**config.mk**
```make
export PLATFORM = sky130hd
export DESIGN_NAME = tlk2711_rx_framer
export DESIGN_NICKNAME = d
export VERILOG_FILES = /design/src/rtl/tlk2711_pkg.sv /design/src/rtl/tlk2711_rx_word_class.sv /design/src/rtl/tlk2711_rx_framer.sv
export SDC_FILE = /design/constraint.sdc
export NUM_CORES = 1
export LEC_CHECK = 0
export CAP_MARGIN = 10
export CORE_MARGIN = 1.5
export CORE_UTILIZATION = 34
export CTS_BUF_LIST = sky130_fd_sc_hd__clkbuf_2 sky130_fd_sc_hd__clkbuf_4 sky130_fd_sc_hd__clkbuf_8
export CTS_CLUSTER_DIAMETER = 40
export DETAILED_ROUTE_END_ITERATION = 8
export GPL_TIMING_DRIVEN = 0
export PLACE_DENSITY = 0.64
export SETUP_SLACK_MARGIN = 0.05
export SKIP_LAST_GASP = 1
export SYNTH_ARGS = -nofsm -noshare
export SYNTH_HDL_FRONTEND = slang
export SYNTH_SLANG_ARGS = --single-unit
```
**constraint.sdc**
```tcl
create_clock -name rx_clk -period 5.6 [get_ports rx_clk]
set_input_delay 1.12 -clock rx_clk [delete_from_list [all_inputs] [get_ports rx_clk]]
set_output_delay 1.12 -clock rx_clk [all_outputs]
set_load 0.005 [all_outputs]
```
**src/rtl/tlk2711_pkg.sv**
```systemverilog
// Shared TLK2711 definitions: 8b/10b control characters, receive word classes,
// framer states and the counting test pattern.
package tlk2711_pkg;

  localparam logic [7:0] K28_5 = 8'hBC;
  localparam logic [7:0] D5_6  = 8'hC5;
  localparam logic [7:0] D11_5 = 8'hAB;

  typedef enum logic [1:0] {
    WComma,
    WSof,
    WData,
    WInvalid
  } word_class_e;

  typedef enum logic [1:0] {
    StUnlock,
    StHunt,
    StData
  } framer_state_e;

  // Counting pattern: payload word k carries k[4:0] in both bytes.
  function automatic logic [15:0] pat_word(input logic [4:0] k);
    return {3'b000, k, 3'b000, k};
  endfunction

endpackage

```
**src/rtl/tlk2711_rx_word_class.sv**
```systemverilog
// Input register stage: captures the receive bus and classifies each word.
module tlk2711_rx_word_class
  import tlk2711_pkg::*;
(
  input  logic        clk_i,
  input  logic        rst_ni,
  input  logic [15:0] rxd_i,
  input  logic        rkmsb_i,
  input  logic        rklsb_i,
  output word_class_e class_o,
  output logic [15:0] data_o
);

  word_class_e class_d, class_q;
  logic [15:0] data_q;

  always_comb begin
    class_d = WInvalid;
    if (!rkmsb_i && !rklsb_i) begin
      class_d = WData;
    end else if (rkmsb_i && !rklsb_i && rxd_i[15:8] == K28_5) begin
      if (rxd_i[7:0] == D5_6) begin
        class_d = WComma;
      end else if (rxd_i[7:0] == D11_5) begin
        class_d = WSof;
      end
    end
  end

  always_ff @(posedge clk_i or negedge rst_ni) begin
    if (!rst_ni) begin
      class_q <= WInvalid;
      data_q  <= '0;
    end else begin
      class_q <= class_d;
      data_q  <= rxd_i;
    end
  end

  assign class_o = class_q;
  assign data_o  = data_q;

endmodule

```
**src/rtl/tlk2711_rx_framer.sv**
```systemverilog
// TLK2711 receive framer: comma lock, SOF delineation, payload delivery,
// counting-pattern check and saturating frame/error statistics.
module tlk2711_rx_framer
  import tlk2711_pkg::*;
#(
  parameter int unsigned FrameLen = 32,
  parameter int unsigned LockCnt  = 3,
  parameter int unsigned LossCnt  = 4,
  parameter bit          CheckEn  = 1'b1
) (
  input  logic        rx_clk,
  input  logic        rst_n,
  input  logic [15:0] i_rxd,
  input  logic        i_rkmsb,
  input  logic        i_rklsb,
  input  logic        i_clr,
  output logic        o_sync,
  output logic [15:0] o_data,
  output logic        o_valid,
  output logic        o_sof,
  output logic        o_eof,
  output logic        o_pat_err,
  output logic [15:0] o_frame_cnt,
  output logic [15:0] o_err_cnt
);

  localparam int unsigned LockW = (LockCnt > 1) ? $clog2(LockCnt) : 1;
  localparam int unsigned LossW = $clog2(LossCnt + 1);
  localparam logic [7:0]  LastK = 8'(FrameLen - 1);

  word_class_e cls;
  logic [15:0] wdata;

  tlk2711_rx_word_class u_word_class (
    .clk_i   (rx_clk),
    .rst_ni  (rst_n),
    .rxd_i   (i_rxd),
    .rkmsb_i (i_rkmsb),
    .rklsb_i (i_rklsb),
    .class_o (cls),
    .data_o  (wdata)
  );

  framer_state_e state_d, state_q;
  logic [LockW-1:0] lock_d, lock_q;
  logic [LossW-1:0] run_d, run_q;
  logic [7:0]       k_d, k_q;
  logic             bad_d, bad_q;
  logic             sync_d, sync_q;
  logic [15:0]      data_d, data_q;
  logic             valid_d, valid_q;
  logic             sof_d, sof_q;
  logic             eof_d, eof_q;
  logic             err_d, err_q;
  logic [15:0]      frame_cnt_d, frame_cnt_q;
  logic [15:0]      err_cnt_d, err_cnt_q;
  logic             good;
  logic             mismatch;

  always_comb begin
    state_d  = state_q;
    lock_d   = lock_q;
    run_d    = run_q;
    k_d      = k_q;
    bad_d    = bad_q;
    data_d   = '0;
    valid_d  = 1'b0;
    sof_d    = 1'b0;
    eof_d    = 1'b0;
    err_d    = 1'b0;
    good     = 1'b0;
    mismatch = CheckEn && (wdata != pat_word(k_q[4:0]));

    unique case (state_q)
      StUnlock: begin
        run_d = '0;
        if (cls == WComma) begin
          if (lock_q == LockW'(LockCnt - 1)) begin
            state_d = StHunt;
            lock_d  = '0;
          end else begin
            lock_d = lock_q + 1'b1;
          end
        end else begin
          lock_d = '0;
        end
      end
      StHunt: begin
        unique case (cls)
          WComma: run_d = '0;
          WSof: begin
            state_d = StData;
            k_d     = '0;
            bad_d   = 1'b0;
            run_d   = '0;
          end
          WData: run_d = run_q + 1'b1;
          default: begin
            run_d = run_q + 1'b1;
            err_d = 1'b1;
          end
        endcase
      end
      StData: begin
        unique case (cls)
          WData: begin
            run_d   = '0;
            valid_d = 1'b1;
            data_d  = wdata;
            sof_d   = (k_q == '0);
            eof_d   = (k_q == LastK);
            err_d   = mismatch;
            bad_d   = bad_q | mismatch;
            k_d     = k_q + 1'b1;
            if (k_q == LastK) begin
              state_d = StHunt;
              good    = !bad_q && !mismatch;
            end
          end
          // A SOF inside a frame abandons it and starts a fresh one.
          WSof: begin
            err_d = 1'b1;
            run_d = '0;
            k_d   = '0;
            bad_d = 1'b0;
          end
          WComma: begin
            err_d   = 1'b1;
            run_d   = '0;
            state_d = StHunt;
          end
          default: begin
            err_d = 1'b1;
            bad_d = 1'b1;
            run_d = run_q + 1'b1;
          end
        endcase
      end
      default: state_d = StUnlock;
    endcase

    if (state_q != StUnlock && run_d == LossW'(LossCnt)) begin
      state_d = StUnlock;
      run_d   = '0;
      lock_d  = '0;
    end

    sync_d = (state_d != StUnlock);

    // Clear takes priority over a coincident increment.
    frame_cnt_d = frame_cnt_q;
    if (i_clr) begin
      frame_cnt_d = '0;
    end else if (good && frame_cnt_q != 16'hFFFF) begin
      frame_cnt_d = frame_cnt_q + 16'd1;
    end

    err_cnt_d = err_cnt_q;
    if (i_clr) begin
      err_cnt_d = '0;
    end else if (err_d && err_cnt_q != 16'hFFFF) begin
      err_cnt_d = err_cnt_q + 16'd1;
    end
  end

  always_ff @(posedge rx_clk or negedge rst_n) begin
    if (!rst_n) begin
      state_q     <= StUnlock;
      lock_q      <= '0;
      run_q       <= '0;
      k_q         <= '0;
      bad_q       <= 1'b0;
      sync_q      <= 1'b0;
      data_q      <= '0;
      valid_q     <= 1'b0;
      sof_q       <= 1'b0;
      eof_q       <= 1'b0;
      err_q       <= 1'b0;
      frame_cnt_q <= '0;
      err_cnt_q   <= '0;
    end else begin
      state_q     <= state_d;
      lock_q      <= lock_d;
      run_q       <= run_d;
      k_q         <= k_d;
      bad_q       <= bad_d;
      sync_q      <= sync_d;
      data_q      <= data_d;
      valid_q     <= valid_d;
      sof_q       <= sof_d;
      eof_q       <= eof_d;
      err_q       <= err_d;
      frame_cnt_q <= frame_cnt_d;
      err_cnt_q   <= err_cnt_d;
    end
  end

  assign o_sync      = sync_q;
  assign o_data      = data_q;
  assign o_valid     = valid_q;
  assign o_sof       = sof_q;
  assign o_eof       = eof_q;
  assign o_pat_err   = err_q;
  assign o_frame_cnt = frame_cnt_q;
  assign o_err_cnt   = err_cnt_q;

endmodule

```
# ---- Word-level counts from Yosys, hierarchy flattened
# Index checks and enable logic that the tools add are counted.
dict set report totals {
  register_bits 87
  wordCells 104
}
dict set report op_classes {
  reduce_logical 24
  muxes 43
  addsub 5
  bitwise_logic 1
  n_eq_ne 16
}
# operator n
set op_table {}
lappend op_table {{$mux W16} 6}
lappend op_table {{$add A16 B1 Y16 const B} 2}
lappend op_table {{$ne A16 B16 Y1 const B} 2}
lappend op_table {{$pmux W8 S2} 2}
lappend op_table {{$mux W2} 13}
lappend op_table {{$eq A8 B8 Y1 const B} 3}
lappend op_table {{$ne A16 B13 Y1} 1}
lappend op_table {{$mux W1} 12}
lappend op_table {{$reduce_bool A2 Y1} 6}
lappend op_table {{$mux W3} 3}
lappend op_table {{$pmux W3 S3} 1}
lappend op_table {{$add A8 B1 Y8 const B} 1}
lappend op_table {{$eq A8 B5 Y1 const B} 1}
lappend op_table {{$logic_not A8 Y1} 1}
lappend op_table {{$mux W8} 1}
lappend op_table {{$logic_and A1 B1 Y1} 7}
lappend op_table {{$eq A2 B2 Y1 const B} 3}
lappend op_table {{$pmux W2 S3} 1}
lappend op_table {{$reduce_and A3 Y1} 2}
lappend op_table {{$eq A2 B1 Y1 const B} 2}
lappend op_table {{$logic_not A1 Y1} 4}
lappend op_table {{$logic_not A2 Y1} 2}
lappend op_table {{$ne A2 B2 Y1 const B} 2}
lappend op_table {{$pmux W1 S2} 2}
lappend op_table {{9 further kinds} 9}

# ---- Logic depth before layout (Yosys ltp)
# Gate-level depths: netlist (run 1).
dict set report depth {
  word_depth 9
  mapped_depth 10
  ltp_nobuf 7
}

# ---- Cells and area by module
# From an unflattened synthesis (run 1), not the netlist that was laid out.
dict set report unflattened {
  hier_cells 434
  area_unflattened_um2 4400.5
}
# mod cells_per_inst area_per_inst_um2 instances
set modules_own_cells {}
lappend modules_own_cells {tlk2711_rx_framer 403 3844.9 1}
lappend modules_own_cells {tlk2711_rx_word_class 31 555.5 1}

# ---- Least setup slack after synthesis (run 1)
# OpenSTA, ideal clock, no wires.
dict set report synth_timing {
  kind {register to register}
  start {register k_q[0]}
  end {register frame_cnt_q[11] (netlist: o_frame_cnt[11])}
  stages_incl_launch_ff 11
  period_less_slack_ns 2.253
  setup_slack_ns 3.347
  setup_time_ns 0.136
  arrival_time_ns 2.117
  path_cell_list {dfrtp_1 ha_1 and4_1 buf_4 nand4b_1 or4_1 buf_2 buf_6 buf_2 o31ai_1 a21oi_1}
}
dict set report synth_via {
  elab_chain_cells 8
  elab_cells_between_ends 9
  classes_between {eq/ne: 2; mux: 3; reduce/logical: 4}
}
# element line
set synth_lines {}
lappend synth_lines {{start, declared} tlk2711_rx_framer.sv:47} ;# logic [7:0] k_d, k_q;
lappend synth_lines {{start signal, assigned} tlk2711_rx_framer.sv:185} ;# k_q <= k_d;
lappend synth_lines {{$ne A16 B13 Y1} tlk2711_rx_framer.sv:72} ;# mismatch = CheckEn && (wdata != pat_word(k_q[4:0]));
lappend synth_lines {{$logic_not A1 Y1} tlk2711_rx_framer.sv:117} ;# good = !bad_q && !mismatch;
lappend synth_lines {{$logic_and A1 B1 Y1} tlk2711_rx_framer.sv:117}
lappend synth_lines {{$mux W1 *} tlk2711_rx_framer.sv:115} ;# if (k_q == LastK) begin
lappend synth_lines {{$mux W1 *} tlk2711_rx_framer.sv:105} ;# unique case (cls)
lappend synth_lines {{$mux W1 *} tlk2711_rx_framer.sv:74} ;# unique case (state_q)
lappend synth_lines {{$logic_and A1 B1 Y1 *} tlk2711_rx_framer.sv:154} ;# end else if (good && frame_cnt_q != 16'hFFFF) begin
lappend synth_lines {{$reduce_bool A2 Y1 (no source line) *} n/a}
lappend synth_lines {{end signal, assigned} tlk2711_rx_framer.sv:193} ;# frame_cnt_q <= frame_cnt_d;
lappend synth_lines {{end, declared} tlk2711_rx_framer.sv:55} ;# logic [15:0] frame_cnt_d, frame_cnt_q;
# Every way passes the cells marked *; elsewhere a longest branch is shown, timed or not.
# A chain may end at the register's enable or synchronous reset.

# ---- Worst setup path after layout (run 1)
dict set report layout_timing {
  start {register u_word_class.class_q[0] (netlist: u_word_class.class_o[0])}
  end {register err_cnt_q[3] (netlist: o_err_cnt[3])}
}
dict set report layout_via {
  elab_chain_cells 6
  elab_cells_between_ends 9
  classes_between {eq/ne: 2; mux: 3; reduce/logical: 4}
}
# element line
set layout_lines {}
lappend layout_lines {{start, declared} tlk2711_rx_word_class.sv:14} ;# word_class_e class_d, class_q;
lappend layout_lines {{start signal, assigned} tlk2711_rx_word_class.sv:32} ;# class_q <= WInvalid;
lappend layout_lines {{start signal, assigned} tlk2711_rx_word_class.sv:35} ;# class_q <= class_d;
lappend layout_lines {{$eq A2 B2 Y1, or another cell as far along} {tlk2711_rx_framer.sv:89, tlk2711_rx_framer.sv:105}}
lappend layout_lines {{$reduce_or A3 Y1 (no source line)} n/a}
lappend layout_lines {{$mux W1} tlk2711_rx_framer.sv:89} ;# unique case (cls)
lappend layout_lines {{$pmux W1 S2 *} tlk2711_rx_framer.sv:74}
lappend layout_lines {{$logic_and A1 B1 Y1 *} tlk2711_rx_framer.sv:161} ;# end else if (err_d && err_cnt_q != 16'hFFFF) begin
lappend layout_lines {{$reduce_bool A2 Y1 (no source line) *} n/a}
lappend layout_lines {{end signal, assigned} tlk2711_rx_framer.sv:194} ;# err_cnt_q <= err_cnt_d;
lappend layout_lines {{end, declared} tlk2711_rx_framer.sv:56} ;# logic [15:0] err_cnt_d, err_cnt_q;
# Marked as above.

==> results.rst, run 1 <==
.. list-table::
   :header-rows: 1

   * - Metric
     - Value
   * - Count of hold buffers inserted by post-cts repair
     - 0
   * - Count of flip-flops with a built-in enable after synthesis
     - 0
   * - Later-pin clock latency in the skew report
     - 370 ps
   * - Worst-case reg-to-reg path depth
     - 8
   * - Via count of the first global-routing pass
     - approximately 3,700
   * - Origin of the critical flop-to-flop path
     - u_word_class.class_o[0]
   * - Cell area after synthesis
     - around 0.0043 mm^2
   * - Die Outline Area
     - 0.01345 mm^2
   * - Hold Crit Class
     - reg2reg
   * - Number of distinct library cells after synthesis
     - 57
   * - Synthesis-to-finish area growth
     - 26.51%
   * - Via total after detailed routing
     - between 3,000 and 4,000
   * - Depth of the worst hold-timing path
     - 1
   * - Final period demand of the worst path
     - 2770 ps
   * - Total number of placement rows
     - ~40
   * - Transition time at the pin with the least slew margin
     - around 920 ps
   * - Mean instance size in the synthesized netlist
     - between 9 and 10 um^2
   * - Wire length of the first global-routing pass
     - ~18 mm
   * - Total CTS buffers
     - 9
   * - Endpoints failing setup
     - 0
   * - Area contributors post-synth
     - sky130_fd_sc_hd__dfrtp_1 49%, sky130_fd_sc_hd__a21oi_1 4.6%, sky130_fd_sc_hd__o31ai_1 2.8%, sky130_fd_sc_hd__or4_1 2.8%, sky130_fd_sc_hd__and2_1 2.6%
   * - Top library cells by usage in the layout, fill and taps aside
     - 85 x sky130_fd_sc_hd__dfrtp_1, 71 x sky130_fd_sc_hd__clkdlybuf4s50_1, 40 x sky130_fd_sc_hd__a21oi_1
   * - Top FF cell, synth
     - sky130_fd_sc_hd__dfrtp_1
   * - Number of design rule violations left after detail routing
     - 0
   * - Cell at the root of the clock tree
     - sky130_fd_sc_hd__clkbuf_8
   * - Buffer and inverter count on the worst path
     - 4
   * - FF-to-FF setup slack
     - between 2000 and 3000 ps
   * - Cells resized by post-CTS repair
     - 0
   * - Ratio of cells with drive above 1 in the final layout
     - between 7 and 8%
   * - Run status
     - finished clean
   * - Chain of cells forming the critical path
     - clkbuf_1, inv_1, nand2_1, nor4_1, clkbuf_1, clkbuf_1, o21ai_0, a21oi_1
   * - Routed Antenna Nets
     - 0
   * - Reg2reg end
     - o_err_cnt[3]
   * - Number of antenna violations at the first check in global routing
     - 0
   * - Setup repair after global routing missed its margin
     - no
   * - Clock tree buffer depth
     - 2
   * - Share of synthesized area occupied by flip-flops and latches
     - between 50 and 60%
   * - Number of violations reported at the end of detailed-routing iteration 0
     - roughly 250
   * - Count of nets after finishing
     - approximately 550
   * - Cell area after layout
     - between 0.005 and 0.006 mm^2
   * - Core Footprint
     - approximately 0.013 mm^2
   * - Height of the chip
     - approximately 120 um
   * - Power density over the cells
     - 201.8 mW/mm^2
   * - Clock tree from TritonCTS
     - built
   * - Setup Fix Bufs, Post-CTS
     - 0
   * - Post-route clock skew
     - about 12 ps
   * - CTS H-Tree Depth
     - 3
   * - Startpoint of the most critical setup path
     - u_word_class.class_o[0]
   * - Stage delay of the slowest cell on the critical path
     - between 500 and 600 ps
   * - Initial Util
     - between 30 and 40%
   * - Detailed-route vias per instance
     - between 5 and 6
   * - Largest net degree at the start of global routing
     - between 50 and 60
   * - Max Clock Freq
     - about 0.36 GHz
   * - Overall Global Routing Usage
     - between 15 and 20%
   * - Required time of the worst setup path
     - about 5900 ps
   * - Post-synthesis sequential element count
     - 87
   * - Slew headroom
     - between 30% and 40%
   * - Setup crit start kind
     - flip-flop
   * - Placed standard-cell area
     - between 0.005 and 0.006 mm^2
   * - IO buf count
     - around 70
   * - Max FO, Critical Path
     - 10
   * - Max IR drop VDD
     - 94.52 uV
   * - Final Max Tran Viols
     - 0
   * - Setup TNS Final
     - 0 ps
   * - Number of clock sinks
     - 87
   * - Hpwl dp
     - 7.696 mm
   * - Count of synthesis-stage warnings from yosys
     - 0
   * - Reg clk slew, reported paths
     - approximately 100 ps
   * - # IOs
     - 74
   * - Synthesized Nets
     - around 470
   * - Worst path most repeated cell
     - sky130_fd_sc_hd__clkbuf_1
   * - Cells after synthesis
     - between 400 and 500
   * - Leftover overflow at the end of global routing
     - 0
   * - Top Family by Delay on Critical Path
     - buffers and inverters
   * - Total Wirelength
     - 10.70 mm
   * - Core utilization of the finished layout
     - between 40% and 50%
   * - CP endpoint kind
     - flip-flop
   * - Diode insertion count for antenna repair
     - 0
   * - GP Congestion
     - 0.8370
   * - Leakage power of the design
     - about 2.2 nW
   * - Die outline width
     - between 100 and 150 um
   * - Total of max-cap violations
     - 0
   * - Arrival time at the worst endpoint
     - 3060 ps
   * - Critical Path Sink
     - o_err_cnt[3]
   * - Master of the slowest instance on the critical path
     - sky130_fd_sc_hd__nor4_1
   * - Share of the synthesized area in the top cell type
     - about half
   * - WP depth
     - 8
   * - Commonest non-fill, non-tap cell in the layout
     - sky130_fd_sc_hd__dfrtp_1
   * - Post-route total power
     - between 1 and 1.5 mW
   * - Share of flip-flops with an asynchronous set or reset after synthesis
     - 100.0%
   * - Final count of hold timing violations
     - 0
   * - Class of the most critical setup path
     - reg2reg
   * - First-pass iteration count of the detailed router
     - 5
   * - Cell type contributing the most total cell area after synthesis
     - sky130_fd_sc_hd__dfrtp_1
   * - Number of filler instances in the final layout
     - between 1,000 and 1,500
   * - Average wire length per cell after detail routing
     - approximately 15 um
   * - Final cycle utilization of the critical path
     - about half
## cells in the mapped netlist (11+ instances only)
master and instances:
sky130_fd_sc_hd__or3_1 11, sky130_fd_sc_hd__nand3_1 20, sky130_fd_sc_hd__nand2_1 27, sky130_fd_sc_hd__dfrtp_1 85, sky130_fd_sc_hd__nand4_1 16, sky130_fd_sc_hd__nor2_1 17
sky130_fd_sc_hd__and2_1 18, sky130_fd_sc_hd__nor3_1 12, sky130_fd_sc_hd__clkbuf_1 18, sky130_fd_sc_hd__o21ai_0 21, sky130_fd_sc_hd__inv_1 12, sky130_fd_sc_hd__or4_1 16
sky130_fd_sc_hd__a21oi_1 40, sky130_fd_sc_hd__o31ai_1 16
## state kept, by name (all words and copies together) (netlist names)
name                  count
o_frame_cnt              16
o_eof                     1
k_q                       8
o_pat_err                 1
bad_q                     1
o_sync                    1
run_q                     3
state_q                   2
o_err_cnt                16
lock_q                    2
o_data                   16
u_word_class.class_o      2
o_sof                     1
u_word_class.data_o      16
o_valid                   1
## power by group
group	switching (mW)	internal, mW	total, mW
registers	0.00399	0.634	0.638
clock network	0.256	0.170	0.426
logic	0.0256	0.0174	0.0430
total	0.285	0.822	1.11
## metal layers
layer	vias up	wire length (um)	GRT usage, %
li1	1812	-	-
met1	1814	4827	22.24
met2	110	5117	27.02
met3	23	481	2.824
met4	0	275	8.618
met5	-	0	0
## cells by family (layout without fill, tap and decap cells)
logic type | Yosys count | after routing | share of synthesized area [%]
XOR/XNOR | 3 | 3 | 0.6058
adder cells (fa/ha/maj) | 9 | 9 | 2.596
multiplexers | 4 | 4 | 1.009
AND/OR/NAND/NOR | 188 | 188 | 25.84
flip-flops | 87 | 87 | 50.25
buffers and inverters | 38 | 127 | 3.922
AO/OA/AOI/OAI | 108 | 108 | 15.78
## worst min path at each step
| stage | from | to | slack, ps |
|---|---|---|---|
| 5_1_grt | u_word_class.data_o[13] | o_data[13] | 540 |
| 2_1_floorplan | u_word_class.data_o[14] | o_data[14] | 450 |
| 3_5_place_dp | u_word_class.data_o[14] | o_data[14] | 470 |
| 6_report | u_word_class.data_o[14] | o_data[14] | 500 |
| 4_1_cts | u_word_class.data_o[14] | o_data[14] | 500 |
| 3_3_place_gp | u_word_class.data_o[13] | o_data[13] | 460 |
## cell type report
class	instances	area, um^2	share of cell area (%)
sequential	87	2180	39.72
multi-input combinational	312	1988	36.23
timing repair buffer	73	745.7	13.59
tap	172	215.2	3.922
buffer	26	125.1	2.280
clock buffer	9	123.9	2.257
clock inverter	7	65.06	1.186
inverter	12	45.04	0.8208
## per-stage QoR
step / setup WS [ps] / hold WS, ps / instances
final: 2830 / 497.4 / 698
after global routing: 2572 / 539.7 / 698
after CTS: 2854 / 500.4 / 698
after detailed placement: 2910 / 473.9 / 682
after global placement: 309.9 / 465.0 / 681
after floorplan: 3347 / 453.9 / 437
## worst reg2reg max path, stage by stage, from the launching register on
cell and delay, ps:
sky130_fd_sc_hd__dfstp_2 370, sky130_fd_sc_hd__clkbuf_1 180, sky130_fd_sc_hd__inv_1 240, sky130_fd_sc_hd__nand2_1 190
sky130_fd_sc_hd__nor4_1 580, sky130_fd_sc_hd__clkbuf_1 400, sky130_fd_sc_hd__clkbuf_1 420, sky130_fd_sc_hd__o21ai_0 160
sky130_fd_sc_hd__a21oi_1 150
Power figures use the tool's default switching activity.
==> run 2, diff against run 1 <==
Clock period 5.6 ns to 2.8 ns, I/O delays scaled along.
==> run 2 against run 1 <==
Against the previous run: utilization grew 0.090 points; sequential cell count is the same; count of clock-buffer cells in the layout is the same; global-route usage is the same; register-to-register slack lost 2600 ps; clock power grew 100%; final area grew 0.21%; non-clock buffer count is the same; maximum frequency grew 6.2%; largest cell class unchanged; highest routed layer unchanged.
==> results.rst, run 2 (synthesized netlist as in run 1, its figures left out) <==
.. list-table::
   :header-rows: 1

   * - Metric
     - Value
   * - Setup repair after global routing missed its margin
     - no
   * - Finished Layout Cells
     - 698 (unchanged)
   * - Final Max Tran Viols
     - 0 (unchanged)
   * - Detailed-route vias per instance
     - 5.355 (-0.56%)
   * - Core Footprint
     - 0.01252 mm^2 (unchanged)
   * - Required time of the worst setup path
     - 3030 ps (-2870 ps)
   * - Worst-case reg-to-reg path depth
     - 10 (+2)
   * - Initial Util
     - 34.66% (unchanged)
   * - Total of max-cap violations
     - 0 (unchanged)
   * - Max IR drop VDD
     - 188.6 uV (+99%)
   * - Final period demand of the worst path
     - 2608 ps (-161.9 ps)
   * - Later-pin clock latency in the skew report
     - 370 ps (about the same)
   * - Arrival time at the worst endpoint
     - 2840 ps (-220 ps)
   * - Max Clock Freq
     - 0.3834 GHz (+6.2%)
   * - Count of nets after finishing
     - 551 (unchanged)
   * - Number of clock sinks
     - 87 (unchanged)
   * - FF-to-FF setup slack
     - 190 ps (-2640 ps)
   * - Total number of placement rows
     - 41 (unchanged)
   * - Endpoints failing setup
     - 0 (unchanged)
   * - Placed cell count
     - 682 (unchanged)
   * - Setup crit start kind
     - flip-flop
   * - Hpwl dp
     - 7.696 mm (unchanged)
   * - Top Family by Delay on Critical Path
     - simple AND/OR/NAND/NOR gates
   * - Wire length of the first global-routing pass
     - 17.88 mm (unchanged)
   * - CTS H-Tree Depth
     - 3 (unchanged)
   * - Overall Global Routing Usage
     - 16.93% (unchanged)
   * - Number of design rule violations left after detail routing
     - 0 (unchanged)
   * - Via total after detailed routing
     - 3,738 (-0.56%)
   * - Total CTS buffers
     - 9 (unchanged)
   * - Via count of the first global-routing pass
     - 3,679 (unchanged)
   * - Chain of cells forming the critical path
     - ha_1, and4_1, buf_4, nand4b_1, or4_1, buf_2, buf_6, buf_2, o31ai_1, a21oi_1
   * - Critical Path Sink
     - o_frame_cnt[14]
   * - Synthesis-to-finish area growth
     - 26.77%
   * - Leftover overflow at the end of global routing
     - 0 (unchanged)
   * - Worst path most repeated cell
     - sky130_fd_sc_hd__buf_2
   * - Clock tree buffer depth
     - 2 (unchanged)
   * - Reg clk slew, reported paths
     - 100 ps (about the same)
   * - Core utilization of the finished layout
     - 43.93% (+0.090 points)
   * - Startpoint of the most critical setup path
     - k_q[0]
   * - Setup TNS Final
     - 0 ps (unchanged)
   * - Run status
     - finished clean
   * - Count of hold buffers inserted by post-cts repair
     - 0 (unchanged)
   * - Cell area after layout
     - 0.005499 mm^2 (+0.21%)
   * - Slew headroom
     - 38.28% (about the same)
   * - Buffer and inverter count on the worst path
     - 4 (unchanged)
   * - Die outline width
     - 116.0 um (unchanged)
   * - IO buf count
     - 72 (unchanged)
   * - Height of the chip
     - 116.0 um (unchanged)
   * - Die Outline Area
     - 0.01345 mm^2 (unchanged)
   * - CP endpoint kind
     - flip-flop
   * - First-pass iteration count of the detailed router
     - 5 (unchanged)
   * - Average wire length per cell after detail routing
     - 15.33 um (about the same)
   * - Total Wirelength
     - 10.70 mm (about the same)
   * - Final critical-path setup slack
     - 192.0 ps (-2638 ps)
   * - Origin of the critical flop-to-flop path
     - k_q[0]
   * - Cell at the root of the clock tree
     - sky130_fd_sc_hd__clkbuf_8
   * - # IOs
     - 74 (unchanged)
   * - Final count of hold timing violations
     - 0 (unchanged)
   * - Master of the slowest instance on the critical path
     - sky130_fd_sc_hd__dfrtp_2
   * - Number of antenna violations at the first check in global routing
     - 0 (unchanged)
   * - Top library cells by usage in the layout, fill and taps aside
     - 84 x sky130_fd_sc_hd__dfrtp_1, 71 x sky130_fd_sc_hd__clkdlybuf4s50_1, 40 x sky130_fd_sc_hd__a21oi_1
   * - Class of the most critical setup path
     - reg2reg
   * - Hold Crit Class
     - in2async
   * - Post-route clock skew
     - 11.68 ps (-0.2660 ps)
   * - Stage delay of the slowest cell on the critical path
     - 460 ps (-120 ps)
   * - Largest net degree at the start of global routing
     - 55 (unchanged)
   * - Routed Antenna Nets
     - 0 (unchanged)
   * - WP depth
     - 10 (+2)
   * - Reg2reg end
     - o_frame_cnt[14]
   * - Max FO, Critical Path
     - 10 (unchanged)
   * - Placed standard-cell area
     - 0.005299 mm^2 (unchanged)
   * - Ratio of cells with drive above 1 in the final layout
     - 8.555% (+0.76 points)
   * - GP Congestion
     - 0.8370 (unchanged)
   * - Diode insertion count for antenna repair
     - 0 (unchanged)
   * - Power density over the cells
     - 402.6 mW/mm^2 (+99%)
   * - Worst-case setup slack after placement
     - 110.0 ps (-2800 ps)
   * - Final cycle utilization of the critical path
     - 93.14% (+44 points)
   * - Leakage power of the design
     - 2.168 nW (about the same)
   * - Commonest non-fill, non-tap cell in the layout
     - sky130_fd_sc_hd__dfrtp_1
   * - Clock tree from TritonCTS
     - built
   * - Transition time at the pin with the least slew margin
     - 918.7 ps (+0.3962 ps)
   * - Number of violations reported at the end of detailed-routing iteration 0
     - 244 (-0.41%)
==> run 2: cell counts in the layout (fill, tap and decap cells not counted) <==
Identical to the previous run, type by type.
==> run 2: worst min-delay path by stage <==
stage	endpoint	slack, ps
6_report	u_word_class.data_o[6]	120
5_1_grt	u_word_class.data_o[6]	140
4_1_cts	u_word_class.data_o[6]	130
3_5_place_dp	o_data[14]	470
3_3_place_gp	o_data[13]	460
2_1_floorplan	bad_q	260
==> run 2: routing by layer <==
layer / vias to the layer above / GRT usage, % / wire length [um]
met1: 1805 / 22.24 / 4830
met4: 0 / 8.618 / 262
met5: - / 0 / 0
li1: 1812 / - / -
met3: 23 / 2.824 / 480
met2: 98 / 27.02 / 5127
==> run 2: repair_timing <==
item                                    4_1_cts  5_1_grt
resized for setup                             0        5
buffers inserted                              0        0
endpoints found under the setup margin        0       14
==> run 2: cell type report <==
cell class / instances / area, um^2
buffer: 26 / 126.4
clock buffer: 9 / 123.9
clock inverter: 7 / 65.06
fill: 1267 / 7018
inverter: 12 / 45.04
multi-input combinational: 312 / 1997
sequential: 87 / 2181
tap: 172 / 215.2
timing repair buffer: 73 / 745.7
==> run 2: worst reg2reg max path, stage by stage (launching register included) <==
cell                       delay, ps
sky130_fd_sc_hd__dfrtp_2         460
sky130_fd_sc_hd__ha_1            220
sky130_fd_sc_hd__and4_1          210
sky130_fd_sc_hd__buf_4           130
sky130_fd_sc_hd__nand4b_1        100
sky130_fd_sc_hd__or4_1           450
sky130_fd_sc_hd__buf_2           200
sky130_fd_sc_hd__buf_6           150
sky130_fd_sc_hd__buf_2           180
sky130_fd_sc_hd__o31ai_1         250
sky130_fd_sc_hd__a21oi_1         110
==> run 2: power by group <==
group | leakage [nW] | internal (mW) | switching, mW
Combinational | 0.901 | 0.0349 | 0.0513
Sequential | 1.17 | 1.27 | 0.00796
Clock | 0.0973 | 0.341 | 0.510
Total | 2.17 | 1.64 | 0.570
==> run 2: through the flow <==
step | hold WS [ps] | power (mW)
final | 121.8 | 2.214
after global routing | 138.6 | 2.310
after CTS | 130.4 | 2.240
after detailed placement | 473.9 | 1.390
after global placement | 465.0 | 1.383
after floorplan | 264.4 | 1.318
==> run 3, diff against run 2 <==
Settings changed: CORE_MARGIN 1.5 to 3, CTS_BUF_LIST sky130_fd_sc_hd__clkbuf_2 sky130_fd_sc_hd__clkbuf_4 sky130_fd_sc_hd__clkbuf_8 to sky130_fd_sc_hd__clkbuf_8, CTS_CLUSTER_DIAMETER 40 to 50.
==> run 3 against run 2 <==
Against the previous run: maximum frequency is 1.7% higher; count of clock-buffer cells in the layout stayed put; hold slack worse by 54 ps; sequential share of layout area is 0.090 points lower; worst setup slack better by 45 ps; wire length is 0.96% lower; utilization is 1.0 points higher; die area is 5.2% higher; non-clock buffer count stayed put; largest cell class unchanged; highest routed layer unchanged.
==> results.rst, run 3 (synthesized netlist as in run 1, its figures left out) <==
.. list-table::
   :header-rows: 1

   * - Metric
     - Value
   * - Run status
     - finished clean
   * - Total Wirelength
     - 10.60 mm (-0.96%)
   * - Required time of the worst setup path
     - 3040 ps (about the same)
   * - Worst path most repeated cell
     - sky130_fd_sc_hd__buf_2
   * - Average wire length per cell after detail routing
     - 15.27 um (-0.39%)
   * - Cell at the root of the clock tree
     - sky130_fd_sc_hd__clkbuf_8
   * - Endpoints failing setup
     - 0 (unchanged)
   * - Buffer and inverter count on the worst path
     - 4 (unchanged)
   * - Count of hold buffers inserted by post-cts repair
     - 0 (unchanged)
   * - Wire length of the first global-routing pass
     - 17.64 mm (-1.3%)
   * - Setup Fix Bufs, Post-CTS
     - 0 (unchanged)
   * - Max Clock Freq
     - 0.3901 GHz (+1.7%)
   * - Count of nets after finishing
     - 551 (unchanged)
   * - Stage delay of the slowest cell on the critical path
     - 460 ps (about the same)
   * - Detailed-route vias per instance
     - 5.389 (+0.63%)
   * - Number of design rule violations left after detail routing
     - 0 (unchanged)
   * - Post-route total power
     - 2.234 mW (+0.93%)
   * - Routed length on met3
     - 454 um (-5.4%)
   * - Worst-case reg-to-reg path depth
     - 10 (unchanged)
   * - Setup crit start kind
     - flip-flop
   * - Total of max-cap violations
     - 0 (unchanged)
   * - Routed Antenna Nets
     - 0 (unchanged)
   * - Final Max Tran Viols
     - 0 (unchanged)
   * - Via total after detailed routing
     - 3,740 (+0.054%)
   * - Max FO, Critical Path
     - 10 (unchanged)
   * - Leftover overflow at the end of global routing
     - 0 (unchanged)
   * - Metal1 wirelength
     - 4.884 mm (+1.1%)
   * - Ratio of cells with drive above 1 in the final layout
     - 8.555% (unchanged)
   * - Final period demand of the worst path
     - 2563 ps (-44.70 ps)
   * - Initial Util
     - 35.38% (+0.72 points)
   * - # IOs
     - 74 (unchanged)
   * - Number of violations reported at the end of detailed-routing iteration 0
     - 304 (+25%)
   * - Top Family by Delay on Critical Path
     - simple AND/OR/NAND/NOR gates
   * - Arrival time at the worst endpoint
     - 2800 ps (-40 ps)
   * - Max IR drop VDD
     - 192.3 uV (+2.0%)
   * - Leakage power of the design
     - 2.170 nW (about the same)
   * - Hold Crit Class
     - in2async
   * - Post-route clock skew
     - 10.98 ps (-0.7005 ps)
   * - Total number of placement rows
     - 40 (-2.4%)
   * - Final critical-path setup slack
     - 236.7 ps (+44.70 ps)
   * - Die Outline Area
     - 0.01415 mm^2 (+5.2%)
   * - WP depth
     - 10 (unchanged)
   * - Overall Global Routing Usage
     - 15.33% (-1.6 points)
   * - Via count of the first global-routing pass
     - 3,565 (-3.1%)
   * - Uppermost layer routed
     - met4
   * - Number of clock sinks
     - 87 (unchanged)
   * - Transition time at the pin with the least slew margin
     - 878.6 ps (-40.06 ps)
   * - Synthesis-to-finish area growth
     - 27.06%
   * - Worst-case setup slack after placement
     - 110.9 ps (+0.9130 ps)
   * - First-pass iteration count of the detailed router
     - 4 (-1)
   * - IO buf count
     - 72 (unchanged)
   * - Number of filler instances in the final layout
     - 1,210 (-4.5%)
   * - Later-pin clock latency in the skew report
     - 370 ps (about the same)
   * - Number of antenna violations at the first check in global routing
     - 0 (unchanged)
   * - Final cycle utilization of the critical path
     - 91.55% (-1.6 points)
   * - Clock tree buffer depth
     - 2 (unchanged)
   * - GP Congestion
     - 0.8242 (-1.5%)
   * - Setup TNS Final
     - 0 ps (unchanged)
   * - Cell area after layout
     - 0.005512 mm^2 (+0.23%)
   * - Height of the chip
     - 119.0 um (+2.6%)
   * - Setup repair after global routing missed its margin
     - no
   * - Cells resized by post-CTS repair
     - 0 (unchanged)
   * - Die outline width
     - 119.0 um (+2.6%)
   * - Chain of cells forming the critical path
     - ha_1, and4_1, buf_4, nand4b_1, or4_1, buf_2, buf_6, buf_2, o31ai_1, a21oi_1
   * - Power density over the cells
     - 405.4 mW/mm^2 (+0.70%)
   * - Master of the slowest instance on the critical path
     - sky130_fd_sc_hd__dfrtp_2
   * - Core Footprint
     - 0.01226 mm^2 (-2.0%)
   * - Reg clk slew, reported paths
     - 100 ps (about the same)
   * - Top library cells by usage in the layout, fill and taps aside
     - 84 x sky130_fd_sc_hd__dfrtp_1, 71 x sky130_fd_sc_hd__clkdlybuf4s50_1, 40 x sky130_fd_sc_hd__a21oi_1
   * - Commonest non-fill, non-tap cell in the layout
     - sky130_fd_sc_hd__dfrtp_1
   * - CTS H-Tree Depth
     - 3 (unchanged)
   * - Final count of hold timing violations
     - 0 (unchanged)
   * - Slew headroom
     - 40.97% (+2.7 points)
   * - CP endpoint kind
     - flip-flop
   * - Wire length on met2
     - 5.140 mm (+0.25%)
   * - Hpwl dp
     - 7.735 mm (+0.51%)
   * - Diode insertion count for antenna repair
     - 0 (unchanged)
   * - Class of the most critical setup path
     - reg2reg
   * - Clock tree from TritonCTS
     - built
   * - Total CTS buffers
     - 9 (unchanged)
   * - Largest net degree at the start of global routing
     - 66 (+20%)
   * - Placed standard-cell area
     - 0.005294 mm^2 (about the same)
[run 3: changes by cell type in the layout (fill, tap and decap cells not counted), sizes merged]
cell | previous run | this run
clkinv | 4 | 2
inv | 15 | 16
clkinvlp | 0 | 1
[run 3: area by class of cell]
cell class	instances	area, um^2	area share (%)
Buffer	26	126.4	2.293
Clock buffer	9	123.9	2.247
Clock inverter	7	72.57	1.317
Inverter	12	45.04	0.8173
Multi-Input combinational cell	312	2007	36.41
Sequential cell	87	2181	39.57
Tap cell	168	210.2	3.814
Timing Repair Buffer	73	745.7	13.53
[run 3: final timing paths]
kind	start	slack [ps]	to
setup reg to reg	k_q[0]	240	o_frame_cnt[11]
max in group asynchronous	rst_n	2100	k_q[0]
min in group rx_clk	u_word_class.data_o[15]	500	o_data[15]
setup / recovery	k_q[0]	240	o_frame_cnt[11]
hold / removal	rst_n	70	u_word_class.data_o[6]
hold reg to reg	u_word_class.data_o[15]	500	o_data[15]
[run 3: report_power, final]
group          switching (mW)  internal [mW]
sequential            0.00787           1.27
combinational          0.0509         0.0349
clock                   0.522          0.350
[run 3: worst reg2reg max path, stage by stage (launching register included)]
cell                       delay [ps]
sky130_fd_sc_hd__dfrtp_2          460
sky130_fd_sc_hd__ha_1             210
sky130_fd_sc_hd__and4_1           200
sky130_fd_sc_hd__buf_4            140
sky130_fd_sc_hd__nand4b_1         110
sky130_fd_sc_hd__or4_1            440
sky130_fd_sc_hd__buf_2            190
sky130_fd_sc_hd__buf_6            150
sky130_fd_sc_hd__buf_2            180
sky130_fd_sc_hd__o31ai_1          260
sky130_fd_sc_hd__a21oi_1           90
[run 3: per-layer routing]
metal	vias up	track usage (%)
met3	6	3.229
met1	1838	20.59
met4	0	5.358
met5	-	0
li1	1812	-
met2	84	24.62
[run 3: stage by stage]
| step | hold WS (ps) | cells | util (%) |
|---|---|---|---|
| final | 67.31 | 694 | 44.95 |
| after floorplan | 264.4 | 437 | - |
| after global routing | 70.98 | 694 | 44.95 |
| after CTS | 67.70 | 694 | 44.78 |
| after detailed placement | 471.2 | 678 | 43.17 |
| after global placement | 466.8 | 677 | 42.97 |
